## config.mk

```make
export PLATFORM = sky130hd
export DESIGN_NAME = toggle_monitor
export DESIGN_NICKNAME = d
export VERILOG_FILES = /design/src/rtl/toggle_monitor.sv
export SDC_FILE = /design/constraint.sdc
export NUM_CORES = 1
export LEC_CHECK = 0
export BUFFER_PORTS_ARGS = -buffer_cell sky130_fd_sc_hd__buf_2
export CAP_MARGIN = 5
export CORE_MARGIN = 2
export CORE_UTILIZATION = 55
export DETAILED_ROUTE_END_ITERATION = 6
export GPL_TIMING_DRIVEN = 0
export PLACE_DENSITY_LB_ADDON = 0.2
export SLEW_MARGIN = 20
export SYNTH_ARGS = -nofsm -noshare
export SYNTH_HDL_FRONTEND = slang
export SYNTH_SLANG_ARGS = --single-unit
```

## constraint.sdc

```tcl
create_clock -name clk -period 2.94 [get_ports clk]
set_input_delay 0.294 -clock clk [delete_from_list [all_inputs] [get_ports clk]]
set_output_delay 0.294 -clock clk [all_outputs]
set_load 0.03 [all_outputs]
```

## src/rtl/toggle_monitor.sv

```systemverilog
// Receive-side checker for free-running toggle signals: synchronises tog_in,
// measures every half-period and reports lock, stall and glitch status.
module toggle_monitor #(
  parameter int CNT_W       = 16,
  parameter int SYNC_STAGES = 2,
  parameter int TIMEOUT     = 1000,
  parameter int MIN_HALF    = 2
) (
  input  logic             clk,
  input  logic             rst,
  input  logic             tog_in,
  output logic             period_valid,
  output logic [CNT_W-1:0] half_period,
  output logic [CNT_W-1:0] edge_cnt,
  output logic             locked,
  output logic             stall,
  output logic             glitch,
  output logic [1:0]       state_dbg
);

  typedef enum logic [1:0] {
    IDLE    = 2'd0,
    MEASURE = 2'd1,
    LOCKED  = 2'd2,
    STALL   = 2'd3
  } state_t;

  localparam logic [CNT_W-1:0] TIMEOUT_M1 = CNT_W'(TIMEOUT - 1);
  localparam logic [CNT_W-1:0] MIN_HALF_V = CNT_W'(MIN_HALF);
  localparam logic [CNT_W-1:0] CNT_MAX    = '1;

  logic [SYNC_STAGES-1:0] sync_q;
  logic                   samp_q;
  logic [CNT_W-1:0]       cnt_q;
  logic [CNT_W-1:0]       prev_half_q;
  state_t                 state_q;
  state_t                 state_d;

  logic             edge_det;
  logic [CNT_W-1:0] meas;
  logic             timeout_hit;
  logic             short_val;
  logic             same_val;
  logic             measuring;

  logic             valid_d;
  logic             glitch_d;
  logic [CNT_W-1:0] half_d;
  logic [CNT_W-1:0] edge_cnt_d;
  logic [CNT_W-1:0] prev_half_d;

  assign edge_det  = sync_q[SYNC_STAGES-1] ^ samp_q;
  assign meas      = cnt_q + 1'b1;
  // Raised on the cycle whose edge would have reported exactly TIMEOUT.
  assign timeout_hit = (cnt_q == TIMEOUT_M1);
  assign short_val   = (meas < MIN_HALF_V);
  assign same_val    = (meas == prev_half_q);
  assign measuring   = (state_q == MEASURE) || (state_q == LOCKED);
  assign state_dbg   = state_q;

  always_ff @(posedge clk or negedge rst) begin
    if (!rst) begin
      sync_q <= '0;
      samp_q <= 1'b0;
      cnt_q  <= '0;
    end else begin
      sync_q <= {sync_q[SYNC_STAGES-2:0], tog_in};
      samp_q <= sync_q[SYNC_STAGES-1];
      if (edge_det) begin
        cnt_q <= '0;
      end else if (cnt_q != CNT_MAX) begin
        cnt_q <= cnt_q + 1'b1;
      end
    end
  end

  always_ff @(posedge clk or negedge rst) begin
    if (!rst) begin
      state_q <= IDLE;
    end else begin
      state_q <= state_d;
    end
  end

  // An edge always wins over a coincident timeout.
  always_comb begin
    state_d = state_q;
    case (state_q)
      IDLE: begin
        if (edge_det) begin
          state_d = MEASURE;
        end else if (timeout_hit) begin
          state_d = STALL;
        end
      end
      MEASURE: begin
        if (edge_det) begin
          if (!short_val && same_val) begin
            state_d = LOCKED;
          end
        end else if (timeout_hit) begin
          state_d = STALL;
        end
      end
      LOCKED: begin
        if (edge_det) begin
          if (short_val || !same_val) begin
            state_d = MEASURE;
          end
        end else if (timeout_hit) begin
          state_d = STALL;
        end
      end
      STALL: begin
        if (edge_det) begin
          state_d = MEASURE;
        end
      end
      default: state_d = IDLE;
    endcase
  end

  always_comb begin
    valid_d     = 1'b0;
    glitch_d    = 1'b0;
    half_d      = half_period;
    edge_cnt_d  = edge_cnt;
    prev_half_d = prev_half_q;
    if (edge_det) begin
      edge_cnt_d = edge_cnt + 1'b1;
      // The first interval after IDLE or STALL has no valid start edge.
      if (measuring) begin
        valid_d = 1'b1;
        half_d  = meas;
        if (short_val) begin
          glitch_d    = 1'b1;
          prev_half_d = '0;
        end else begin
          prev_half_d = meas;
        end
      end
    end else if (timeout_hit && (state_q != STALL)) begin
      prev_half_d = '0;
    end
  end

  always_ff @(posedge clk or negedge rst) begin
    if (!rst) begin
      period_valid <= 1'b0;
      glitch       <= 1'b0;
      half_period  <= '0;
      edge_cnt     <= '0;
      prev_half_q  <= '0;
      locked       <= 1'b0;
      stall        <= 1'b0;
    end else begin
      period_valid <= valid_d;
      glitch       <= glitch_d;
      half_period  <= half_d;
      edge_cnt     <= edge_cnt_d;
      prev_half_q  <= prev_half_d;
      locked       <= (state_d == LOCKED);
      stall        <= (state_d == STALL);
    end
  end

endmodule

```

# Word-level counts from Yosys, hierarchy flattened
# Cells that the tools add are included.
# W data, S select, Z words.
[classes]
n_addsub = 2
n_lt_le_gt_ge = 1
eq_ne = 10
n_mux = 19
n_bitwise = 1
n_reduce_logical = 11
[op_table]
columns = ["operator", "count"]
rows = [
  ["$mux W16", 6],
  ["$add A16 B1 Y16 const B", 2],
  ["$eq A16 B10 Y1 const B", 1],
  ["$eq A16 B16 Y1", 1],
  ["$lt A16 B2 Y1 const B", 1],
  ["$ne A16 B16 Y1 const B", 1],
  ["$mux W2", 7],
  ["$eq A2 B2 Y1 const B", 4],
  ["$pmux W2 S4", 1],
  ["$mux W1", 5],
  ["$reduce_and A2 Y1", 2],
  ["$reduce_bool A2 Y1", 2],
  ["$eq A2 B1 Y1 const B", 1],
  ["$logic_and A1 B1 Y1", 2],
  ["$logic_not A1 Y1", 2],
  ["$logic_not A2 Y1", 1],
  ["$logic_or A1 B1 Y1", 2],
  ["$ne A2 B1 Y1 const B", 1],
  ["$ne A2 B2 Y1 const B", 1],
  ["$xor A1 B1 Y1", 1],
]
[totals]
ff_bits = 73
output_inout_bits = 38

# Logic depth before layout (Yosys ltp)
[logic_depth]
depth_word = 8
ltp_mapped = 9

# Worst setup path after synthesis
# OpenSTA, ideal clock, no wires.
[synth_timing]
kind = "flip-flop to flip-flop"
startpoint = "register cnt_q[1]"
endpoint = "register stall"
setup_time_ns = 0.087
t_arrival_ns = 2.441
t_required_ns = 2.853
setup_slack_ns = 0.412
stages_incl_launch_ff = 9
synth_period_minus_slack_ns = 2.528
path_cell_list = "dfrtp_1 > ha_1 > nand4_1 > nor4_2 > nor3b_1 > or4_4 > nor4_4 > nand4_1 > a22oi_1"
[synth_via]
elab_chain_len = 8
[synth_lines]
columns = ["item", "line_no", "text"]
rows = [
  ["start, declared", "34", "logic [CNT_W-1:0] cnt_q;"],
  ["start signal, assigned", "72", "cnt_q <= cnt_q + 1'b1;"],
  ["$add A16 B1 Y16", "53", "assign meas = cnt_q + 1'b1;"],
  ["$lt A16 B2 Y1 or $eq A16 B16 Y1 (tied branches)", "56, 57", ""],
  ["$logic_not A1 Y1, on equally long branches", "98, 107", ""],
  ["$logic_and A1 B1 Y1 or $logic_or A1 B1 Y1 (tied branches)", "98, 107", ""],
  ["$mux W2, on equally long branches", "98, 107", ""],
  ["$mux W2, on equally long branches", "97, 106", ""],
  ["$pmux W2 S4 (*)", "88", "case (state_q)"],
  ["$eq A2 B2 Y1 (*)", "163", "stall <= (state_d == STALL);"],
  ["end signal, assigned", "163", ""],
  ["end, declared", "16", "output logic stall,"],
]
# Every way passes the cells marked *; elsewhere a longest branch is shown, timed or not.
# A chain may end at the register's enable or synchronous reset.

# Worst setup path in the final report
# Same ends and word-level chain as after synthesis.

==> impl_metrics.yaml <==
synthesis:
  synthTopCellsByCount: "73 x dfrtp_1, 43 x nand2_1, 38 x o21ai_0, 30 x xnor2_1, 22 x nor2_1"
  ys_warn_count: 0
  synth_top_area_share_pct: 49.6
  ys_seq_area_share_pct: 49.6
  synth_cell_type_count: 54
  synth_most_common_cell: "dfrtp_1"
  synthXorXnorAreaFrac_pct: 12.7
  async_flop_share_pct: 100
  synth_nets: 364
  synthFlopType: "dfrtp_1"
  syn_inst: 355
  synth-compound-area-share_pct: 12.5
  synthMuxAreaShare_pct: 1.19
  yosys.area_share.simple_pct: 18.9
  synthTopCellsByArea: "dfrtp_1 50%, xnor2_1 7.1%, o21ai_0 5.2%"
  synth_top_family_by_area: "simple AND/OR/NAND/NOR gates"
  syn_area_um2: 3680
  yosysTopAreaCell: "dfrtp_1"
  yosys.area_share.adder_pct: 2.04
  synth-edff-count: 0
  ys_ff_latch: 73
  syn_avg_cell_area_um2: 10.4
worst_setup_path:
  criticalPathCategory: "flop to flop"
  cp_max_fo: 10
  endpoint_kind: "flop"
  crit_family: "simple AND/OR/NAND/NOR gates"
  path_cells: "ha_4 -> nand4_1 -> buf_2 -> or2_2 -> xnor2_1 -> or4_1 -> nor4_4 -> nand4_1 -> a22oi_1"
  cp_slowest_stage_delay_ps: 550
  path_common_cell: "nand4_1"
  path_buf_inv: 1
  slowest_stage: "or4_1"
  cp.required_ps: 3200
  worstPathArrival_ps: 3080
  start_kind: "flop"
floorplan:
  io_pins: 41
  fp-row-count: 29
  die_area_um2: 7370
  core_um2: 6420
  initial_utilization_pct: 57.3
  die_height_um: 85.8
  fp.dieW_um: 85.8
layout:
  nFillCells: 527
  final-seq-area_um2: 1830
  n_antenna_cell: 0
  multi_input_area_um2: 1760
  nets: 420
  drive_above_1_share_pct: 20.9
  final_util_pct: 66.0
  syn2layout_area_growth_pct: 15.1
route:
  wl_per_cell_um: 16.2
  vias: 2834
  antenna_left: 0
  first_iter_violations: 171
  firstDrtPassIters: 7
  vias_per_cell: 5.75
  totalWireLength_um: 8000
  drc: 6
timing:
  setup_viol: 0
  worst_slack_ps: 124
  relSlewSlack_pct: 51.4
  hold_slack_ps: 35.7
  rsz0062_at_grt: "false"
  tns_ps: 0
  tightest_slew_ps: 724
  hold_viol_final: 0
  maxSlewViolCount: 0
  max_freq_mhz: 355
  fin_skew_ps: 8.98
  period_minus_slack_ps: 2820
  period_share_pct: 95.8
pwr:
  power_density_nw_per_um2: 669
  max-vdd-ir-drop_mv: 0.340
  p_leak_nw: 2.13
  power_mw: 2.83
status:
  status: "finished with violations"
  violations: "design-rule violations"
global_routing:
  grt_max_degree: 44
  grt.total_usage_pct: 23.8
  overflow: 0
  antenna_found_initial: 0
  grt_pass1_vias: 2716
  grt_pass1_wl_um: 13400
clocking:
  clk_latency_ps: 360
  cts_buffers: 9
  path_clk_slew_ps: 80
  cts_tree: "built"
  cts_num_sinks: 73
  clockBufferDepth: 2
  root_buffer: "clkbuf_8"
  htreeDepth: 3
hold_path:
  hold_class: "input port to flop"
place:
  post-place-ws_ps: -100
  gp_congestion: 0.920
  place_hpwl_um: 5650
  port_buffers: 40
flow_run:
  maxCapViolCount: 0
[cell families (layout without fill, tap and decap cells)]
family	count (synthesis)	count (layout)
flops	73	73
compound gates	74	74
simple gates	121	121
buf+inv	27	88
mux	4	4
xor+xnor	50	50
fa+ha+maj	6	6
[metal layers]
| layer | part of all wire [%] | track usage (%) | wire, µm | vias up |
|---|---|---|---|---|
| met5 | 0 | 0 | 0 | - |
| met1 | 47 | 33.1 | 3790 | 1401 |
| li1 | - | - | - | 1359 |
| met3 | 4.1 | 5.49 | 325 | 18 |
| met2 | 46 | 36.0 | 3710 | 56 |
| met4 | 2.2 | 10.5 | 173 | 0 |
[placed cells by master (no fill, tap or decap), types with 8 or more instances in the layout]
cell,count
dfrtp_1,73
buf_2,48
nand2_1,43
o21ai_0,38
xnor2_1,30
nor2_1,22
xor2_1,18
nand4_1,11
a21o_1,11
clkbuf_8,11
clkbuf_1,9
nand3_1,9
inv_1,8
[registers in the layout, summed over array words and instances, names as in the netlist]
register	count
stall	1
samp_q	1
state_dbg	2
locked	1
period_valid	1
cnt_q	16
sync_q	2
glitch	1
half_period	16
prev_half_q	16
edge_cnt	16
[report_power, final]
group / leakage [nW] / switching, mW / total (mW) / internal, mW
Clock: 0.0911 / 0.374 / 0.721 / 0.347
Combinational: 1.05 / 0.598 / 0.896 / 0.297
Sequential: 0.987 / 0.0976 / 1.22 / 1.12
Total: 2.13 / 1.07 / 2.83 / 1.76
[final timing paths]
path,slack [ps],startpoint,depth (start not counted),to
hold / removal,40,tog_in,1,sync_q[0]$_DFF_PN0_
hold reg to reg,360,sync_q[0]$_DFF_PN0_,0,sync_q[1]$_DFF_PN0_
max in group asynchronous,1980,rst,3,half_period[2]$_DFFE_PN0P_
setup / recovery,120,cnt_q[1]$_DFFE_PN0P_,9,stall$_DFF_PN0_
min in group asynchronous,410,rst,2,edge_cnt[8]$_DFFE_PN0P_
setup reg to reg,120,cnt_q[1]$_DFFE_PN0P_,9,stall$_DFF_PN0_
[cell type report]
type / instances / share of cell area (%)
plain buffers: 19 / 1.98
clock buffers: 11 / 3.57
clock inverters: 5 / 0.709
inverters: 8 / 0.709
multi-input cells: 255 / 41.6
flip-flops and latches: 73 / 43.1
well taps: 77 / 2.27
repair buffers: 45 / 6.02
[through the flow]
stage               instances  cell area [µm²]
finish                    493             4240
CTS                       492             4220
global placement          472             3980
floorplan                 355             3680
detailed placement        473             4000
global route              493             4240
[worst reg2reg max path, delay by kind of cell (launching register included)]
| kind | cells | cell delay [ps] |
|---|---|---|
| flops | 1 | 470 |
| compound gates | 1 | 240 |
| buf+inv | 1 | 220 |
| xor+xnor | 1 | 150 |
| simple gates | 5 | 1420 |
| fa+ha+maj | 1 | 220 |
[what timing repair did]
| action | 4_1_cts | 5_1_grt |
|---|---|---|
| resized for setup | 2 | 1 |
| pin swaps | 1 | 3 |
| endpoints found under the hold margin | 30 | 0 |
| gates cloned | 0 | 0 |
| endpoints found under the setup margin | 2 | 4 |
| setup buffers | 2 | 1 |
| hold buffers | 1 | 0 |
Power figures use the tool's default switching activity.
